**src/rtl/idu_pipe_ctrl.sv**
```systemverilog
// -----------------------------------------------------------------------------
// idu_pipe_ctrl
//   Pipeline control for the ID->EX pipe register. Merges fetch redirect
//   requests (trap > jump > fence) with decode/EX hazard stalls into a single
//   stall/flush bus, holds the flush for FLUSH_CYCLES cycles per redirect and
//   drains outstanding memory traffic before completing a fence.
//
// Parameters
//   FLUSH_CYCLES     cycles the flush bit is held per redirect (1..15)
//   WDT_LIMIT        consecutive stall cycles before the watchdog fires
//
// Optional feature
//   IDU_PIPE_CTRL_WDT_EN  when defined, builds the stall watchdog; otherwise
//                         stall_timeout_o is tied 0.
//
// Ports
//   clk, rst            clock, asynchronous active-high reset
//   trap_req_i/addr     exception/interrupt redirect
//   jump_req_i/addr     EX branch/jump redirect
//   fence_req_i/pc      fence in EX and its PC
//   lsu_idle_i          no outstanding memory transactions
//   load_use_i, agu_busy_i, ex_busy_i   hazard inputs
//   stall_flag_o        stall/flush bus (CU_FLUSH, CU_STALL, CU_AGU_STALL)
//   redirect_valid_o/addr_o  fetch redirect strobe and target
//   fence_ack_o         one-cycle pulse when a fence completes
//   stall_timeout_o     watchdog pulse
// -----------------------------------------------------------------------------
`ifndef CU_BUS_WIDTH
`define CU_BUS_WIDTH 8
`endif
`ifndef CU_FLUSH
`define CU_FLUSH 0
`endif
`ifndef CU_STALL
`define CU_STALL 1
`endif
`ifndef CU_AGU_STALL
`define CU_AGU_STALL 2
`endif

module idu_pipe_ctrl #(
    parameter int unsigned FLUSH_CYCLES = 1,
    parameter int unsigned WDT_LIMIT    = 1024
) (
    input  logic                     clk,
    input  logic                     rst,
    input  logic                     trap_req_i,
    input  logic [31:0]              trap_addr_i,
    input  logic                     jump_req_i,
    input  logic [31:0]              jump_addr_i,
    input  logic                     fence_req_i,
    input  logic [31:0]              fence_pc_i,
    input  logic                     lsu_idle_i,
    input  logic                     load_use_i,
    input  logic                     agu_busy_i,
    input  logic                     ex_busy_i,
    output logic [`CU_BUS_WIDTH-1:0] stall_flag_o,
    output logic                     redirect_valid_o,
    output logic [31:0]              redirect_addr_o,
    output logic                     fence_ack_o,
    output logic                     stall_timeout_o
);

    typedef enum logic [1:0] {
        ST_RUN      = 2'd0,
        ST_FLUSH    = 2'd1,
        ST_DRAIN    = 2'd2,
        ST_FENCE_FL = 2'd3
    } state_t;

    localparam logic [3:0] FLUSH_RELOAD = 4'(FLUSH_CYCLES - 1);

    state_t      r_state;
    logic [3:0]  r_cnt;
    logic [31:0] r_fence_tgt;

    logic        w_flush;
    logic        w_stall;
    logic        w_agu;
    logic        w_redirect;
    logic [31:0] w_addr;
    logic        w_ack;
    logic        w_new_redir;   // trap/jump accepted this cycle
    logic        w_fence_start; // fence accepted from RUN this cycle

    always_comb begin
        w_flush       = 1'b0;
        w_stall       = 1'b0;
        w_agu         = 1'b0;
        w_redirect    = 1'b0;
        w_addr        = 32'd0;
        w_ack         = 1'b0;
        w_new_redir   = 1'b0;
        w_fence_start = 1'b0;
        case (r_state)
            ST_RUN: begin
                if (trap_req_i || jump_req_i) begin
                    w_new_redir = 1'b1;
                    w_flush     = 1'b1;
                    w_redirect  = 1'b1;
                    w_addr      = trap_req_i ? trap_addr_i : jump_addr_i;
                end else if (fence_req_i) begin
                    w_fence_start = 1'b1;
                    w_stall       = 1'b1;
                end else begin
                    w_stall = load_use_i | ex_busy_i;
                    w_agu   = agu_busy_i;
                end
            end
            ST_FLUSH: begin
                w_flush = 1'b1;
                if (trap_req_i || jump_req_i) begin
                    w_new_redir = 1'b1;
                    w_redirect  = 1'b1;
                    w_addr      = trap_req_i ? trap_addr_i : jump_addr_i;
                end
            end
            ST_DRAIN: begin
                // Jumps are ignored here; only a trap may abort the fence.
                if (trap_req_i) begin
                    w_new_redir = 1'b1;
                    w_flush     = 1'b1;
                    w_redirect  = 1'b1;
                    w_addr      = trap_addr_i;
                end else begin
                    w_stall = 1'b1;
                end
            end
            default: begin // ST_FENCE_FL
                w_flush    = 1'b1;
                w_redirect = 1'b1;
                if (trap_req_i) begin
                    w_new_redir = 1'b1;
                    w_addr      = trap_addr_i;
                end else begin
                    w_addr = r_fence_tgt;
                    w_ack  = 1'b1;
                end
            end
        endcase
        // A flush must always load the bubble, so it overrides any stall.
        if (w_flush) begin
            w_stall = 1'b0;
            w_agu   = 1'b0;
        end
    end

    always_ff @(posedge clk or posedge rst) begin
        if (rst) begin
            r_state     <= ST_RUN;
            r_cnt       <= 4'd0;
            r_fence_tgt <= 32'd0;
        end else if (w_new_redir) begin
            if (FLUSH_CYCLES > 1) begin
                r_state <= ST_FLUSH;
                r_cnt   <= FLUSH_RELOAD;
            end else begin
                r_state <= ST_RUN;
                r_cnt   <= 4'd0;
            end
        end else begin
            case (r_state)
                ST_RUN: begin
                    if (w_fence_start) begin
                        r_state     <= ST_DRAIN;
                        r_fence_tgt <= fence_pc_i + 32'd4;
                    end
                end
                ST_FLUSH: begin
                    if (r_cnt <= 4'd1) begin
                        r_state <= ST_RUN;
                        r_cnt   <= 4'd0;
                    end else begin
                        r_cnt <= r_cnt - 4'd1;
                    end
                end
                ST_DRAIN: begin
                    if (lsu_idle_i) begin
                        r_state <= ST_FENCE_FL;
                    end
                end
                default: begin
                    r_state <= ST_RUN;
                end
            endcase
        end
    end

    // Outputs are forced quiet while reset is held.
    always_comb begin
        stall_flag_o                = '0;
        stall_flag_o[`CU_FLUSH]     = w_flush & ~rst;
        stall_flag_o[`CU_STALL]     = w_stall & ~rst;
        stall_flag_o[`CU_AGU_STALL] = w_agu & ~rst;
    end
    assign redirect_valid_o = w_redirect & ~rst;
    assign redirect_addr_o  = rst ? 32'd0 : w_addr;
    assign fence_ack_o      = w_ack & ~rst;

`ifdef IDU_PIPE_CTRL_WDT_EN
    localparam logic [15:0] WDT_LAST = 16'(WDT_LIMIT - 1);

    logic [15:0] r_wdt_cnt;
    logic        r_wdt_fired;  // blocks re-pulsing within one stall run
    logic        w_stall_any;

    assign w_stall_any = (w_stall | w_agu) & ~w_flush;

    always_ff @(posedge clk or posedge rst) begin
        if (rst) begin
            r_wdt_cnt   <= 16'd0;
            r_wdt_fired <= 1'b0;
        end else if (!w_stall_any) begin
            r_wdt_cnt   <= 16'd0;
            r_wdt_fired <= 1'b0;
        end else if (r_wdt_cnt == WDT_LAST) begin
            r_wdt_fired <= 1'b1;
        end else begin
            r_wdt_cnt <= r_wdt_cnt + 16'd1;
        end
    end

    assign stall_timeout_o = w_stall_any & (r_wdt_cnt == WDT_LAST) & ~r_wdt_fired & ~rst;
`else
    assign stall_timeout_o = 1'b0;
`endif

endmodule

```
**config.mk**
```make
export PLATFORM = sky130hd
export DESIGN_NAME = idu_pipe_ctrl
export DESIGN_NICKNAME = d
export VERILOG_FILES = /design/src/rtl/idu_pipe_ctrl.sv
export SDC_FILE = /design/constraint.sdc
export NUM_CORES = 1
export LEC_CHECK = 0
export BUFFER_PORTS_ARGS = -buffer_cell sky130_fd_sc_hd__buf_2
export CAP_MARGIN = 20
export CORE_UTILIZATION = 47
export DETAILED_ROUTE_END_ITERATION = 16
export GPL_TIMING_DRIVEN = 0
export HOLD_SLACK_MARGIN = 0.12
export PLACE_DENSITY = 0.82
export SLEW_MARGIN = 40
export SYNTH_ARGS = -nofsm -noshare
export SYNTH_HDL_FRONTEND = slang
export SYNTH_SLANG_ARGS = --single-unit
```
**constraint.sdc**
```tcl
create_clock -name clk -period 2.2 [get_ports clk]
set_input_delay 0.11 -clock clk [delete_from_list [all_inputs] [get_ports clk]]
set_output_delay 0.11 -clock clk [all_outputs]
set_load 0.03 [all_outputs]
```
* After elaboration in Yosys (flattened, before gate mapping)
Cells that the tools add are included. Widths: inputs -> output; s select.
Operators by class: add/sub/neg operators 2, muxes and demuxes 32, reduce and logical (&&, ||, !) cells 7, $lt $le $gt $ge 1, bitwise gates (word level) 8, equal/unequal tests 5
Operator list (count):
- $mux 32 | 5
- $pmux 32 s2 | 1
- $add 32x3->32 const B | 1
- $mux 1 | 15
- $mux 4 | 3
- $ne 3x3->1 const B | 3
- $mux 2 | 4
- $pmux 1 s2 | 3
- $pmux 2 s3 | 1
- $reduce_and 3->1 | 2
- $and 1x1->1 | 5
- $le 4x1->1 const B | 1
- $sub 4x1->4 const B | 1
- $reduce_or 3->1 | 1
- $eq 2x1->1 const B | 1
- $eq 2x2->1 const B | 1
- $logic_not 2->1 | 1
- $not 1->1 | 2
- $reduce_bool 2->1 | 1
- $reduce_or 2->1 | 1
- $logic_or 1x1->1 | 1
- $or 1x1->1 | 1
Word-level totals: output and inout port bits 43, register bits 38, logic and storage cells 58

* Longest topological paths before layout
Gate-level depths: netlist (run 1).
depth after elaboration 6, mapped depth 7, gate-level depth less buffers 7

* Worst setup path before layout (run 1)
Ideal clock, no wire load.
kind input-to-output, start point in rst, end point out redirect_addr_o[10], arrival 1956 ps, data required time 2090 ps, buffers on the path 1, stages on the path 4, slack 134 ps, path through inv_1 -> o21ai_1 -> clkbuf_1 -> nor2_1
On the way: cells in the longest elaborated chain, start to end 1
RTL lines:
- start, declared | line 46 | input logic rst,
- $mux 32 | line 197 | assign redirect_addr_o = rst ? 32'd0 : w_addr;
- end, declared | line 59 | output logic [31:0] redirect_addr_o,
No other way between the ends.

* Worst setup path in the final report (run 1)
start point reg r_state[1], end point out redirect_addr_o[16]
On the way: cells in the longest elaborated chain, start to end 4, elaborated cells between the ends (all ways) 6
RTL lines:
- start, declared | line 73 | state_t r_state;
- start signal, assigned | line 150 | r_state <= ST_RUN;
- start signal, assigned | line 155 | r_state <= ST_FLUSH;
- start signal, assigned | line 158 | r_state <= ST_RUN;
- $eq 2x1->1 or $logic_not 2->1 (tied branches) | line 95 | case (r_state)
- $reduce_or 2->1 (no line)
- $pmux 32 s2 (*) | line 95
- $mux 32 (*) | line 197
Every way passes the cells marked *; elsewhere a longest branch is shown, timed or not.

==> metrics.md, run 1 <==
| Metric | Value |
|---|---|
| Run status | finished clean |
| Fill cell count | 526 |
| Post-synthesis cell type with the largest combined area | dfrtp_1 |
| Y dimension of the die | between 80 and 90 um |
| Cell Pwr Density | 558.5 nW/um2 |
| Largest fanout of any net on the critical path | 10 |
| Slew HR | 52.98% |
| Initial DRT Pass Iterations | 5 |
| Cell with the most instances after synthesis | nand2_1 |
| Horiz. Die Dim | roughly 81 um |
| End of the worst register-to-register path | r_fence_tgt[0]$_DFFE_PP0P_ |
| Synth Flop Type | dfrtp_1 |
| Worst flop-to-flop path startpoint | r_state[0]$_DFFE_PP0P_ |
| Count of buffers inserted at the top-level ports | 140 |
| Pin slew with the least headroom to its limit | 694.3 ps |
| Netlist cell types | 31 |
| Synth-to-Final Area Change | 35.31% |
| Startpoint types | flop |
| Number of I/O pins | 148 |
| Worst-case setup margin in the final layout | roughly 140 ps |
| Final HPWL DP | 7246 um |
| Required time reported for the critical path endpoint | 2090 ps |
| Flop and latch count out of synthesis | 38 |
| CP Capture Type | output pin |
| Clock tree root driver cell | clkbuf_8 |
| Fraction of the yosys area taken by sequential cells | 32.18% |
| Capturing element of the worst setup path | redirect_addr_o[16] |
| Clock sink count | 38 |
| Critical Path Source | r_state[1]$_DFFE_PP0P_ |
| Number of cells on the worst reg-to-reg path | 4 |
| Initial antenna violation count | 0 |
| Ranking of synthesized cells by instance count | nand2_1 (74), a21oi_1 (66), nand3_1 (47) |
| Met2 track demand over resource in global routing | 47.67% |
| Later-pin clock latency in the skew report | roughly 290 ps |
| Worst slack after detailed placement | -50.40 ps |
| Starting Density | between 40% and 50% |
| GRT met1 Usage | 36.75% |
| Synthesized netlist cell count | around 420 |
| Setup repair after global routing missed its margin | false |
| Vias per cell | 5.385 |
| Average cell area after synthesis | 6.970 um2 |
| Antenna Violating Nets Remaining | 0 |
| Time the worst path needs with I/O delays and setup | between 2000 and 2500 ps |
| FMAX | 484.9 MHz |
| Routability-driven placement congestion ratio | 0.8810 |
| H-tree level count | 2 |
| Final critical-path share of the clock period | roughly 94% |
| Yosys warning count | 0 |
| Peak supply drop | roughly 300 uV |
| Setup CP Type | flop to output pin |
| Skew final | ~9.3 ps |
| Via count of the first global-routing pass | approximately 3.2k |
| Antenna cell count | 0 |
| GRT Util Overall | around 28% |
| Remaining routing DRC violations | 0 |
| Summed instance area of the synthesized netlist | 2955 um2 |
| Slack of the worst reg-to-reg path | 220 ps |
| Final routed wirelength across all metal layers | 9092 um |
| Standard cell core area | 5991 um2 |
| CTS tree | built |
| Worst min-delay path class | primary input to flop |
| Number of endpoints failing setup at the final stage | 0 |
| Leak | between 1.5 and 2 nW |
| Area share of the largest cell type after synthesis | 32.18% |
| Worst-case clock buffer depth | 2 |
| Top cells by area, synth | dfrtp_1 (32%), a21oi_1 (11%), nand2_1 (9.4%), nand3_1 (8.0%), nor2_1 (5.6%) |
| First-pass GRT wire length | 14190 um |
| Number of buffers created by CTS | 5 |
| Number of violations reported at the end of detailed-routing iteration 0 | 166 |
| Pin count of the biggest net entering global routing | 39 |
| Clk pin slew, worst setup/hold paths | ~70 ps |
| Net count reported at finish | ~690 |
| Post-Route Setup TNS | 0 ps |
| Number of maximum-capacitance constraint violations | 0 |
| Number of rows in the core area | 28 |
| Die area | 6609 um2 |
| Count of final hold-check violations | 0 |
| Met3 Track Usage GR | 3.146% |
| Critical path data arrival time | 1950 ps |
| Async set-or-reset flop fraction in the synthesized netlist | 100.0% |
| Aggregate global routing overflow | 0 |
| Number of flops mapped to enable cells by yosys | 0 |
| Post-DR wirelength/cell | between 10 and 15 um |
| Count of final max-slew check failures | 0 |
| Fraction of final layout cells with drive strength greater than 1 | 30.93% |
| Highest-utilization routing layer at the global route stage | met2 |
| Count of vias placed by the detailed router | approximately 3.5k |
-- through the flow --
step / cell area (um2) / total power (W) / instances / util [%] / hold slack [ps]
3_5_place_dp: 3769 / 0.001497 / 644 / 62.91 / 333.5
2_1_floorplan: 2974 / 0.001253 / 429 / - / 221.8
5_1_grt: 3999 / 0.002355 / 657 / 66.75 / 153.1
3_3_place_gp: 3769 / 0.001472 / 644 / 62.91 / 357.8
4_1_cts: 3985 / 0.002230 / 657 / 66.52 / 124.9
6_report: 3999 / 0.002233 / 657 / 66.75 / 127.0
-- placed cells by master (no fill, tap or decap), types with 2 or more instances in the layout --
cell and count:
nor2_1 44, nor4_2 2, and2_1 5, nand3_1 47
buf_2 143, nor3_1 6, and4_1 2, a21oi_1 66
nand2_1 73, nor4_1 2, dlygate4sd3_1 5, clkbuf_8 6
xnor2_1 12, nand4_1 10, and3_1 5, o21ai_1 5
dfrtp_1 38, o21ai_0 29, buf_1 2, mux2_2 4
clkbuf_2 8, ha_1 3, nor3_2 2, xor2_1 17
bufinv_16 2, conb_1 6, inv_1 7, clkbuf_1 14
buf_4 6
-- worst min path at each step --
stage | cells past startpoint | end | slack, ps | from
6_report | 3 | r_fence_tgt[19]$_DFFE_PP0P_ | 130 | fence_pc_i[19]
5_1_grt | 3 | r_fence_tgt[20]$_DFFE_PP0P_ | 150 | fence_pc_i[20]
4_1_cts | 3 | r_fence_tgt[19]$_DFFE_PP0P_ | 120 | fence_pc_i[19]
3_5_place_dp | 2 | r_cnt[3]$_DFFE_PP0P_ | 330 | rst
3_3_place_gp | 3 | r_state[0]$_DFFE_PP0P_ | 360 | lsu_idle_i
2_1_floorplan | 1 | r_fence_tgt[2]$_DFFE_PP0P_ | 220 | fence_pc_i[2]
-- worst max-delay path, cell delays in order, from the launching register on --
cell and delay [ps]:
dfrtp_1 340, buf_2 220, clkbuf_1 380, nand3_1 180, a21oi_1 170, a21oi_1 60
nor2_1 110, buf_2 200
-- layer usage --
layer	vias to the layer above	routed length, um
met3	12	482
met5	-	0
met1	1629	3961
met4	0	102
met2	139	4546
li1	1758	-
-- cell families after synthesis --
logic type | share of synthesized area, %
XOR/XNOR | 8.594
other | 0.1269
flip-flops | 32.18
adder cells (fa/ha/maj) | 1.270
AO/OA/AOI/OAI | 17.40
buffers and inverters | 6.308
AND/OR/NAND/NOR | 32.60
multiplexers | 1.524
-- power by group --
| group | switching, W | leakage (nW) | internal, W |
|---|---|---|---|
| Combinational | 0.000367 | 1.43 | 0.000237 |
| Sequential | 0.0000787 | 0.480 | 0.000823 |
| Clock | 0.000244 | 0.0714 | 0.000484 |
-- flip-flops by register name, summed over array words and instances (netlist names) --
signal       cells
r_fence_tgt     32
r_state          2
r_cnt            4
-- area by class of cell --
cell class | instances | area, um2 | area share (%)
sequential | 38 | 950.9 | 23.78
inverter | 8 | 30.03 | 0.7509
clock inverter | 2 | 60.06 | 1.502
tap | 75 | 93.84 | 2.347
multi-input combinational | 348 | 1843 | 46.09
buffer | 34 | 167.7 | 4.193
clock buffer | 6 | 82.58 | 2.065
timing repair buffer | 146 | 770.7 | 19.27
-- repair_timing --
item | CTS | global route
hold buffers | 6 | 0
endpoints found under the hold margin | 42 | 0
gates resized for setup | 4 | 16
endpoints found under the setup margin | 32 | 30
buffers inserted | 0 | 0
Note: power is estimated with default switching activity, not from simulation.
==> run 2, diff against run 1 <==
--- a/config.mk
+++ b/config.mk
@@ -7,11 +7,11 @@
 export LEC_CHECK = 0
 export BUFFER_PORTS_ARGS = -buffer_cell sky130_fd_sc_hd__buf_2
 export CAP_MARGIN = 20
-export CORE_UTILIZATION = 47
+export CORE_UTILIZATION = 40
 export DETAILED_ROUTE_END_ITERATION = 16
 export GPL_TIMING_DRIVEN = 0
 export HOLD_SLACK_MARGIN = 0.12
-export PLACE_DENSITY = 0.82
+export PLACE_DENSITY = 0.71
 export SLEW_MARGIN = 40
 export SYNTH_ARGS = -nofsm -noshare
 export SYNTH_HDL_FRONTEND = slang
==> metrics.md, run 2 (synthesis gave the netlist of run 1 again) <==
| Metric | Value |
|---|---|
| Clock sink count | 38 (unchanged) |
| First-pass GRT wire length | 14790 um (was 14190 um) |
| Pin slew with the least headroom to its limit | 674.3 ps (was 694.3 ps) |
| Initial DRT Pass Iterations | 4 (was 5) |
| Net count reported at finish | 690 (was 689) |
| Final HPWL DP | 7931 um (was 7246 um) |
| Number of endpoints failing setup at the final stage | 0 (unchanged) |
| Most common cell after layout, fill and taps aside | buf_2 (unchanged) |
| Number of buffers created by CTS | 5 (unchanged) |
| Cell Pwr Density | 522.4 nW/um2 (was 558.5 nW/um2) |
| Startpoint types | flop (unchanged) |
| Run status | finished clean (unchanged) |
| Flip-flop count of the largest register after layout | 32 (unchanged) |
| Leak | 1.982 nW (was 1.986 nW) |
| Via count of the first global-routing pass | 3160 (was 3166) |
| Remaining routing DRC violations | 0 (unchanged) |
| Antenna Violating Nets Remaining | 0 (unchanged) |
| Standard cell core area | 6982 um2 (was 5991 um2) |
| Critical path data arrival time | 1890 ps (was 1950 ps) |
| Number of I/O pins | 148 (unchanged) |
| Final critical-path share of the clock period | 91.12% (was 93.75%) |
| Horiz. Die Dim | 87.96 um (was 81.30 um) |
| Pin count of the biggest net entering global routing | 21 (was 39) |
| Routability-driven placement congestion ratio | 0.8737 (was 0.8810) |
| Worst min-delay path class | primary input to flop (unchanged) |
| Count of final max-slew check failures | 0 (unchanged) |
| CTS tree | built (unchanged) |
| Area taken by multi-input logic gates | 1846 um2 (was 1843 um2) |
| Commonest non-fill, non-tap cells in the layout | buf_2 (144), nand2_1 (73), a21oi_1 (66) (was buf_2 (143), nand2_1 (73), a21oi_1 (66)) |
| Y dimension of the die | 87.96 um (was 81.30 um) |
| Setup repair after global routing missed its margin | false (unchanged) |
| Vias per cell | 5.004 (was 5.385) |
| Final routed wirelength across all metal layers | 9707 um (was 9092 um) |
| Post-DR wirelength/cell | 14.30 um (was 13.84 um) |
| H-tree level count | 2 (unchanged) |
| Post-Route Setup TNS | 0 ps (unchanged) |
| Aggregate global routing overflow | 0 (unchanged) |
| Later-pin clock latency in the skew report | 290 ps (about the same) |
| FMAX | 498.8 MHz (was 484.9 MHz) |
| Number of violations reported at the end of detailed-routing iteration 0 | 200 (was 166) |
| Largest fanout of any net on the critical path | 10 (unchanged) |
| Antenna cell count | 0 (unchanged) |
| Slew HR | 54.34% (was 52.98%) |
| Fraction of final layout cells with drive strength greater than 1 | 31.22% (was 30.93%) |
| Number of rows in the core area | 30 (was 28) |
| Final hold slack | 137.5 ps (was 127.0 ps) |
| Count of vias placed by the detailed router | 3398 (was 3538) |
| Register bank with the most flops | r_fence_tgt (unchanged) |
| Peak supply drop | 221.0 uV (was 302.4 uV) |
| Worst-case clock buffer depth | 2 (unchanged) |
| GRT Util Overall | 25.22% (was 28.07%) |
| Starting Density | 42.33% (was 49.33%) |
| Setup CP Type | flop to output pin (unchanged) |
| Post-CTS setup buffer count | 0 (unchanged) |
| Count of final hold-check violations | 0 (unchanged) |
| Fill cell count | 698 (was 526) |
| Initial antenna violation count | 0 (unchanged) |
| Clk pin slew, worst setup/hold paths | 70 ps (about the same) |
| Sequential cell area in the final layout | 950.9 um2 (unchanged) |
| Synth-to-Final Area Change | 35.73% (was 35.31%) |
| Count of buffers inserted at the top-level ports | 140 (unchanged) |
| Skew final | 2.767 ps (was 9.292 ps) |
| Time the worst path needs with I/O delays and setup | 2005 ps (was 2062 ps) |
| Number of maximum-capacitance constraint violations | 0 (unchanged) |
| Die area | 7736 um2 (was 6609 um2) |
| Clock tree root driver cell | clkbuf_8 (unchanged) |
| Required time reported for the critical path endpoint | 2090 ps (about the same) |
| Largest registers ranked by flip-flop count | r_fence_tgt: 32 flops, r_cnt: 4 flops, r_state: 2 flops (unchanged) |
| CP Capture Type | output pin (unchanged) |
run 2: changes by cell type in the layout (fill, tap and decap cells not counted), sizes merged:
cell | previous run | this run
clkbuf | 29 | 28
bufinv | 2 | 1
buf | 152 | 155
run 2: critical path, cell delays in order, from the launching register on:
cell	delay, ps
dfrtp_1	350
buf_2	220
inv_1	90
nand2_1	100
nand2_1	80
o21ai_2	240
buf_4	250
nor2_1	80
buf_2	180
run 2: area by class of cell:
cell class | count | area share [%]
clock inverter | 1 | 0.7486
multi-input combinational | 348 | 46.01
sequential | 38 | 23.71
clock buffer | 7 | 1.903
tap | 96 | 2.994
timing repair buffer | 147 | 19.59
inverter | 8 | 0.7486
buffer | 34 | 4.304
run 2: metrics by stage:
stage / setup WS [ps] / std cells / area (um2) / util (%) / power [W]
final: 195.3 / 679 / 4011 / 57.46 / 0.002096
after global routing: 12.88 / 679 / 4011 / 57.46 / 0.002220
after CTS: 20.76 / 679 / 3995 / 57.22 / 0.002100
after detailed placement: 4.599 / 666 / 3822 / 54.75 / 0.001510
after global placement: -541.4 / 665 / 3795 / 54.35 / 0.001483
after floorplan: 134.2 / 429 / 2974 / - / 0.001253
run 2: repair_timing:
item / 4_1_cts / 5_1_grt
hold buffers: 6 / 0
pin swaps: 0 / 1
setup endpoints to repair: 30 / 31
gates resized for setup: 6 / 23
endpoints found under the hold margin: 24 / 0
run 2: final timing paths:
check | cells after the start | from | slack [ps] | to
max | 8 | r_state[1]$_DFFE_PP0P_ | 200 | redirect_addr_o[18]
min in group asynchronous | 4 | rst | 430 | r_fence_tgt[6]$_DFFE_PP0P_
min | 3 | fence_pc_i[13] | 140 | r_fence_tgt[13]$_DFFE_PP0P_
min reg2reg | 2 | r_fence_tgt[16]$_DFFE_PP0P_ | 490 | r_fence_tgt[16]$_DFFE_PP0P_
max in group asynchronous | 4 | rst | 1290 | r_fence_tgt[9]$_DFFE_PP0P_
max reg2reg | 4 | r_state[0]$_DFFE_PP0P_ | 300 | r_fence_tgt[9]$_DFFE_PP0P_
run 2: per-layer routing:
layer	wire [um]	global-route usage (%)	vias up	part of all wire, %
met5	0	0	-	0
met4	112	6.557	0	1.2
met3	603	3.676	9	6.2
met2	4680	44.19	118	48
met1	4311	32.49	1514	44
li1	-	-	1757	-
run 2: power breakdown:
| part | internal, W | switching (W) |
|---|---|---|
| clock network | 0.000339 | 0.000244 |
| logic | 0.000240 | 0.000372 |
| registers | 0.000823 | 0.0000761 |
| total | 0.00140 | 0.000693 |
